`config.mk`:
```
export PLATFORM = sky130hd
export DESIGN_NAME = ped_button_frontend
export DESIGN_NICKNAME = d
export VERILOG_FILES = /design/src/rtl/ped_button_frontend.sv
export SDC_FILE = /design/constraint.sdc
export NUM_CORES = 1
export LEC_CHECK = 0
export BUFFER_PORTS_ARGS = -buffer_cell sky130_fd_sc_hd__buf_4
export CORE_ASPECT_RATIO = 1.5
export CORE_MARGIN = 2
export CORE_UTILIZATION = 30
export CTS_CLUSTER_DIAMETER = 80
export DETAILED_ROUTE_END_ITERATION = 10
export GPL_TIMING_DRIVEN = 0
export PLACE_DENSITY = 0.42
export SETUP_SLACK_MARGIN = 0.15
export SYNTH_ARGS = -nofsm -noshare
export SYNTH_HDL_FRONTEND = slang
export SYNTH_SLANG_ARGS = --single-unit
export TNS_END_PERCENT = 50
```
`constraint.sdc`:
```
create_clock -name clk -period 2.35 [get_ports clk]
set_clock_uncertainty 0.15 [all_clocks]
set_input_delay 0.235 -clock clk [delete_from_list [all_inputs] [get_ports clk]]
set_output_delay 0.235 -clock clk [all_outputs]
set_load 0.1 [all_outputs]
```
`src/rtl/ped_button_frontend.sv`:
```
// Pedestrian push-button front end: sync, debounce, one-shot request,
// ack watch with a single retry, and post-request lockout per direction.
module ped_btn_channel #(
  parameter int DEBOUNCE_CYCLES = 4,
  parameter int ACK_TIMEOUT     = 16,
  parameter int LOCKOUT_CYCLES  = 20
) (
  input  logic clk,
  input  logic rst,
  input  logic btn_raw,
  input  logic ped_wait,
  output logic ped,
  output logic req_lamp,
  output logic no_ack
);
  localparam int DW = $clog2(DEBOUNCE_CYCLES);
  localparam int TW = $clog2(ACK_TIMEOUT);
  localparam int LW = (LOCKOUT_CYCLES > 1) ? $clog2(LOCKOUT_CYCLES) : 1;
  localparam logic [DW-1:0] DMAX = DW'(DEBOUNCE_CYCLES - 1);
  localparam logic [TW-1:0] TMAX = TW'(ACK_TIMEOUT - 1);
  localparam logic [LW-1:0] LMAX = LW'(LOCKOUT_CYCLES - 1);

  typedef enum logic [1:0] {
    IDLE,
    PULSE,
    AWAIT_ACK,
    LOCKOUT
  } state_t;

  state_t          state, state_nx;
  logic            s1, s2, db, db_q;
  logic [DW-1:0]   cnt;
  logic [TW-1:0]   timer, timer_nx;
  logic [LW-1:0]   lock_cnt, lock_nx;
  logic            retry, retry_nx;
  logic            no_ack_nx;
  logic            press;

  assign press = db & ~db_q;

  always_ff @(posedge clk or posedge rst) begin
    if (rst) begin
      s1   <= 1'b0;
      s2   <= 1'b0;
      db   <= 1'b0;
      db_q <= 1'b0;
      cnt  <= '0;
    end else begin
      s1   <= btn_raw;
      s2   <= s1;
      db_q <= db;
      if (s2 != db) begin
        if (cnt == DMAX) begin
          db  <= s2;
          cnt <= '0;
        end else begin
          cnt <= cnt + 1'b1;
        end
      end else begin
        cnt <= '0;
      end
    end
  end

  always_ff @(posedge clk or posedge rst) begin
    if (rst) begin
      state    <= IDLE;
      timer    <= '0;
      lock_cnt <= '0;
      retry    <= 1'b0;
      no_ack   <= 1'b0;
      ped      <= 1'b0;
    end else begin
      state    <= state_nx;
      timer    <= timer_nx;
      lock_cnt <= lock_nx;
      retry    <= retry_nx;
      no_ack   <= no_ack_nx;
      ped      <= (state_nx == PULSE);
    end
  end

  always_comb begin
    state_nx  = state;
    timer_nx  = timer;
    lock_nx   = '0;
    retry_nx  = retry;
    no_ack_nx = no_ack;
    unique case (state)
      IDLE: begin
        if (press && !ped_wait) state_nx = PULSE;
      end
      PULSE: begin
        state_nx = AWAIT_ACK;
        timer_nx = '0;
      end
      AWAIT_ACK: begin
        if (ped_wait) begin
          state_nx = LOCKOUT;
          retry_nx = 1'b0;
        end else if (timer == TMAX) begin
          if (!retry) begin
            state_nx = PULSE;
            retry_nx = 1'b1;
          end else begin
            state_nx  = LOCKOUT;
            no_ack_nx = 1'b1;
            retry_nx  = 1'b0;
          end
        end else begin
          timer_nx = timer + 1'b1;
        end
      end
      LOCKOUT: begin
        if (lock_cnt == LMAX) state_nx = IDLE;
        else lock_nx = lock_cnt + 1'b1;
      end
      default: state_nx = IDLE;
    endcase
  end

  assign req_lamp = (state == PULSE) | (state == AWAIT_ACK) | ped_wait;
endmodule

module ped_button_frontend #(
  parameter int DEBOUNCE_CYCLES = 4,
  parameter int ACK_TIMEOUT     = 16,
  parameter int LOCKOUT_CYCLES  = 20
) (
  input  logic clk,
  input  logic rst,
  input  logic btn_NS_raw,
  input  logic btn_EW_raw,
  input  logic ped_wait_NS,
  input  logic ped_wait_EW,
  output logic ped_NS,
  output logic ped_EW,
  output logic req_lamp_NS,
  output logic req_lamp_EW,
  output logic no_ack_NS,
  output logic no_ack_EW
);
  ped_btn_channel #(
    .DEBOUNCE_CYCLES(DEBOUNCE_CYCLES),
    .ACK_TIMEOUT    (ACK_TIMEOUT),
    .LOCKOUT_CYCLES (LOCKOUT_CYCLES)
  ) u_ns (
    .clk     (clk),
    .rst     (rst),
    .btn_raw (btn_NS_raw),
    .ped_wait(ped_wait_NS),
    .ped     (ped_NS),
    .req_lamp(req_lamp_NS),
    .no_ack  (no_ack_NS)
  );

  ped_btn_channel #(
    .DEBOUNCE_CYCLES(DEBOUNCE_CYCLES),
    .ACK_TIMEOUT    (ACK_TIMEOUT),
    .LOCKOUT_CYCLES (LOCKOUT_CYCLES)
  ) u_ew (
    .clk     (clk),
    .rst     (rst),
    .btn_raw (btn_EW_raw),
    .ped_wait(ped_wait_EW),
    .ped     (ped_EW),
    .req_lamp(req_lamp_EW),
    .no_ack  (no_ack_EW)
  );
endmodule

```
# [Word level (Yosys, flattened, before mapping)]
# Index checks and enable logic that the tools add are counted.
[totals] input_bits=6 ff_bits=40
[classes] muxes=32 n_eq_ne=20 reduce_logical=18 n_bitwise=10 add_sub_neg=6
[op_table] operator="$mux 2" count=14
[op_table] operator="$mux 5" count=4
[op_table] operator="$mux 4" count=4
[op_table] operator="$pmux 2 s4" count=2
[op_table] operator="$pmux 4 s2" count=2
[op_table] operator="$eq 2x2->1 const B" count=6
[op_table] operator="$add 5x1->5 const B" count=2
[op_table] operator="$eq 5x5->1 const B" count=2
[op_table] operator="$add 4x1->4 const B" count=2
[op_table] operator="$eq 2x1->1 const B" count=4
[op_table] operator="$eq 4x4->1 const B" count=2
[op_table] operator="$ne 2x2->1 const B" count=4
[op_table] operator="$reduce_and 2->1" count=4
[op_table] operator="$reduce_and 4->1" count=2
[op_table] operator="$reduce_bool 2->1" count=4
[op_table] operator="$mux 1" count=6
[op_table] operator="$reduce_and 3->1" count=2
[op_table] operator="$add 2x1->2 const B" count=2
[op_table] operator="$logic_not 2->1" count=2
[op_table] operator="$not 1->1" count=4
[op_table] operator="$or 1x1->1" count=4
[op_table] operator="$and 1x1->1" count=2
[op_table] operator="$logic_and 1x1->1" count=2
[op_table] operator="$logic_not 1->1" count=2
[op_table] operator="$ne 1x1->1" count=2

# [Longest topological paths before layout]
[logic_depth] word_depth=6 ltp_mapped=6

# [Modules after synthesis]
# A second synthesis with hierarchy kept.
[unflattened] hier_cells=176 hier_area_um2=1929.4
[by_module_without_submodules] module="ped_btn_channel" area_per_inst_um2=964.7 cells_each=88 seq_area_each_um2=500.5 instances=2

# [Worst setup path after synthesis]
# Ideal clock, no wire load.
[synth_path] kind="reg-to-reg" from="register u_ns.timer[0]" to="register u_ns.timer[1]" path_stages_with_launch=5 path_buffers=0 slack_ns=0.681 setup_ns=0.121 t_arrival_ns=1.398 cell_sequence="dfrtp_1 ha_1 a31o_2 mux2_1 a22o_1"
[synth_between] elab_chain_len=4 elab_cells_between_ends=7
[synth_rtl] item="start: declaration" line="33" rtl="logic [TW-1:0] timer, timer_nx;"
[synth_rtl] item="start signal: assignment" line="75" rtl="timer <= timer_nx;"
[synth_rtl] item="$add 4x1->4" line="111" rtl="timer_nx = timer + 1'b1;"
[synth_rtl] item="$mux 4" line="101" rtl="end else if (timer == TMAX) begin"
[synth_rtl] item="$mux 4" line="98" rtl="if (ped_wait) begin"
[synth_rtl] item="$pmux 4 s2" line="89" rtl="unique case (state)"
# Several ways; a longest one is shown, not always the timed one. The select of a mux whose other input is x is not followed.
# A chain may end at the register's enable or synchronous reset.

# [Final worst setup path]
[layout_path] from="register u_ew.state[1]" to="output req_lamp_EW"
[layout_between] elab_chain_len=3 elab_cells_between_ends=4
[layout_rtl] item="start: declaration" line="30" rtl="state_t state, state_nx;"
[layout_rtl] item="start signal: assignment" line="74" rtl="state <= state_nx;"
[layout_rtl] item="$eq 2x1->1 / $eq 2x2->1 (equally long branches)" line="122" rtl="assign req_lamp = (state == PULSE) | (state == AWAIT_ACK) | ped_wait;"
[layout_rtl] item="$or 1x1->1 * (2 in a row)" line="122"
[layout_rtl] item="end: declaration" line="139" rtl="output logic req_lamp_EW,"
# Every way passes the cells marked *; elsewhere a longest branch is shown, timed or not.

==> results.ini <==
[critical_path]
critPathKind=flop to output port
cp.required_ps=1970
reg2regPathDepth=4
worst_setup_path_end_kind=output port
worstPathCellList=inv_1, ha_1, or2_2, buf_4
cp_slowest_cell=dfrtp_1
worstPathArrival_ps=1630
r2r-end=u_ns.timer[1]$_DFFE_PP0P_
critPathMaxFanout=6
cpPeakStageDelay_ps=440
r2r_start=u_ns.timer[0]$_DFFE_PP0P_
start_kind=flop
rrSetupSlack_ps=600

[layout]
fin_nets=211
area_growth_pct=18.3
final_cell_area_sq_um=2290
utilization_pct=37.1
diodes=0
drive_above_1_share_pct=16.1
final_cells=266

[synthesis]
yosysTopAreaCell=dfrtp_1
syn_avg_cell_area_sq_um=11.3
synth_most_common_cell=dfrtp_1
synth_seq_cells=40
yosysWarnings=0
ys.flop_type=dfrtp_1
synth_cell_types=49
syn_area_sq_um=1930
synth_edf_count=0
synthArstFlopShare_pct=100
ys_top_cells_by_count=dfrtp_1, ha_1, nor2_1
synth_top_area_share_pct=51.7
synth_fp_nets=191
seq_area_frac_synth_pct=51.7
synth_cells=171
yosys-top-cells-area=dfrtp_1, ha_1, xnor2_1

[global_routing]
busiest_layer=met2
grt_pass1_vias=1427
grt_use_met2_pct=20.3
grt_usage_pct=11.4
gr-usage-met1_pct=12.9
antenna_found_initial=0
grt_first_pass_wirelength_microns=6480
grt_overflow=0
grtUsageMet3_pct=2.86
grt_max_degree=41

[detailed_routing]
drc=0
wl_per_cell_microns=13.3
vias_per_cell=5.07
vias=1349
dr.pass1.iters=4
drt_iter0_drc=21
antenna_left=0
routed_wl_microns=3530

[pwr]
p_per_area_nw_per_um2=1270
leakage_nw=1.04
total_power_mw=2.91
vdd_drop_max_uv=618

[clock_tree]
clock-root-buffer=clkbuf_8
clkLatencyLatePin_ps=300
cts_sinks=40
cts_made_buffers=5
clockBufferDepth=2
cts_hold_buf=2
tritoncts=yes
cts-resized-gates=0
clkTransAtPathRegs_ps=90
htreeDepth=2
post_cts_buffers=0

[die]
coreArea_sq_um=6170
num_rows=35
die_w_microns=69.6
die_h_microns=102
io_pins=12
initial_utilization_pct=31.3
die_area_sq_um=7120

[placed_design]
gp_congestion=0.766
dpl.cell_count=256
port_buffers=11
pre_cts_ws_ps=584
dp_hpwl_microns=2520
dpl_cell_area_sq_um=2110

[timing]
fmax_mhz=496
fin_crit_ps=2020
setup_ws_ps=333
report.final.slew_viol_count=0
max_slew_margin_pct=44.3
hold_viol=40
rsz0062_at_grt=false
hold_slack_ps=-53.7
setup_tns_ps=0
min_period_over_period_pct=85.8
worstMarginPinSlew_ps=834
final-setup-viol-count=0

[worst_hold_path]
hp-class=input port to asynchronous set/reset pin

[outcome]
status=complete, but fails checks
failed_checks=negative hold slack

[job]
max_cap_viol_count=0

## cell families after synthesis
group	after synthesis	share of synthesized area [%]
multiplexers	6	3.30
adder cells (fa/ha/maj)	14	9.06
buffers and inverters	13	3.10
flip-flops	40	51.7
AND/OR/NAND/NOR	53	14.7
XOR/XNOR	8	3.62
AO/OA/AOI/OAI	37	14.5
## layer usage
layer	wire (microns)	share of wire (%)
met5	0	0
met1	1500	43
met3	107	3.0
met4	74	2.1
met2	1840	52
## placed cells by master, fill, tap and decap left out, drive strengths merged, types with 2 or more instances in the layout
| cell type | n |
|---|---|
| dfrtp | 40 |
| xnor2 | 8 |
| o31ai | 3 |
| a22oi | 2 |
| mux2i | 3 |
| nand2 | 11 |
| nor3 | 2 |
| mux2 | 3 |
| nor2 | 12 |
| buf | 12 |
| bufinv | 3 |
| clkbuf | 6 |
| inv | 11 |
| ha | 14 |
| a311oi | 2 |
| or2 | 2 |
| nand3 | 7 |
| o21ai | 9 |
| nor2b | 6 |
| a22o | 2 |
| dlygate4sd3 | 2 |
| a31oi | 4 |
| a41o | 2 |
| and2 | 4 |
| a32oi | 2 |
## report_power, final
part / total (mW) / switching (mW) / internal [mW]
clock network: 0.780 / 0.248 / 0.531
logic: 1.06 / 0.631 / 0.426
registers: 1.07 / 0.185 / 0.886
## area by class of cell
class                           instances  area (sq um)
Tap cell                               74          92.6
Inverter                               11          41.3
Multi-Input combinational cell        118           873
Clock inverter                          3          90.1
Timing Repair Buffer                   13           103
Buffer                                  2          18.8
Fill cell                             597          3890
Sequential cell                        40          1000
Clock buffer                            5          68.8
## critical path: cells and delay by family, from the launching register on
family,cells,cell delay (ps)
flip-flops,1,440
buffers and inverters,2,330
AND/OR/NAND/NOR,1,290
adder cells (fa/ha/maj),1,280
## sequential cells by signal, indices dropped and copies added (netlist names), 2 cells and up
register	flops
u_ew.state	2
u_ns.state	2
u_ew.cnt	2
u_ns.cnt	2
u_ns.lock_cnt	5
u_ns.timer	4
u_ew.lock_cnt	5
u_ew.timer	4
## worst max path at each step
stage | start | end | slack, ps | depth (start not counted)
6_report | u_ew.state[1]$_DFF_PP0_ | req_lamp_EW | 330 | 4
5_1_grt | u_ew.state[1]$_DFF_PP0_ | req_lamp_EW | 260 | 4
4_1_cts | u_ew.state[0]$_DFF_PP0_ | req_lamp_EW | 320 | 4
3_5_place_dp | u_ns.timer[0]$_DFFE_PP0P_ | u_ns.timer[1]$_DFFE_PP0P_ | 580 | 4
3_3_place_gp | rst | u_ns.s1$_DFF_PP0_ | 510 | 2
2_1_floorplan | u_ns.timer[0]$_DFFE_PP0P_ | u_ns.timer[1]$_DFFE_PP0P_ | 680 | 4
Power figures use the tool's default switching activity.
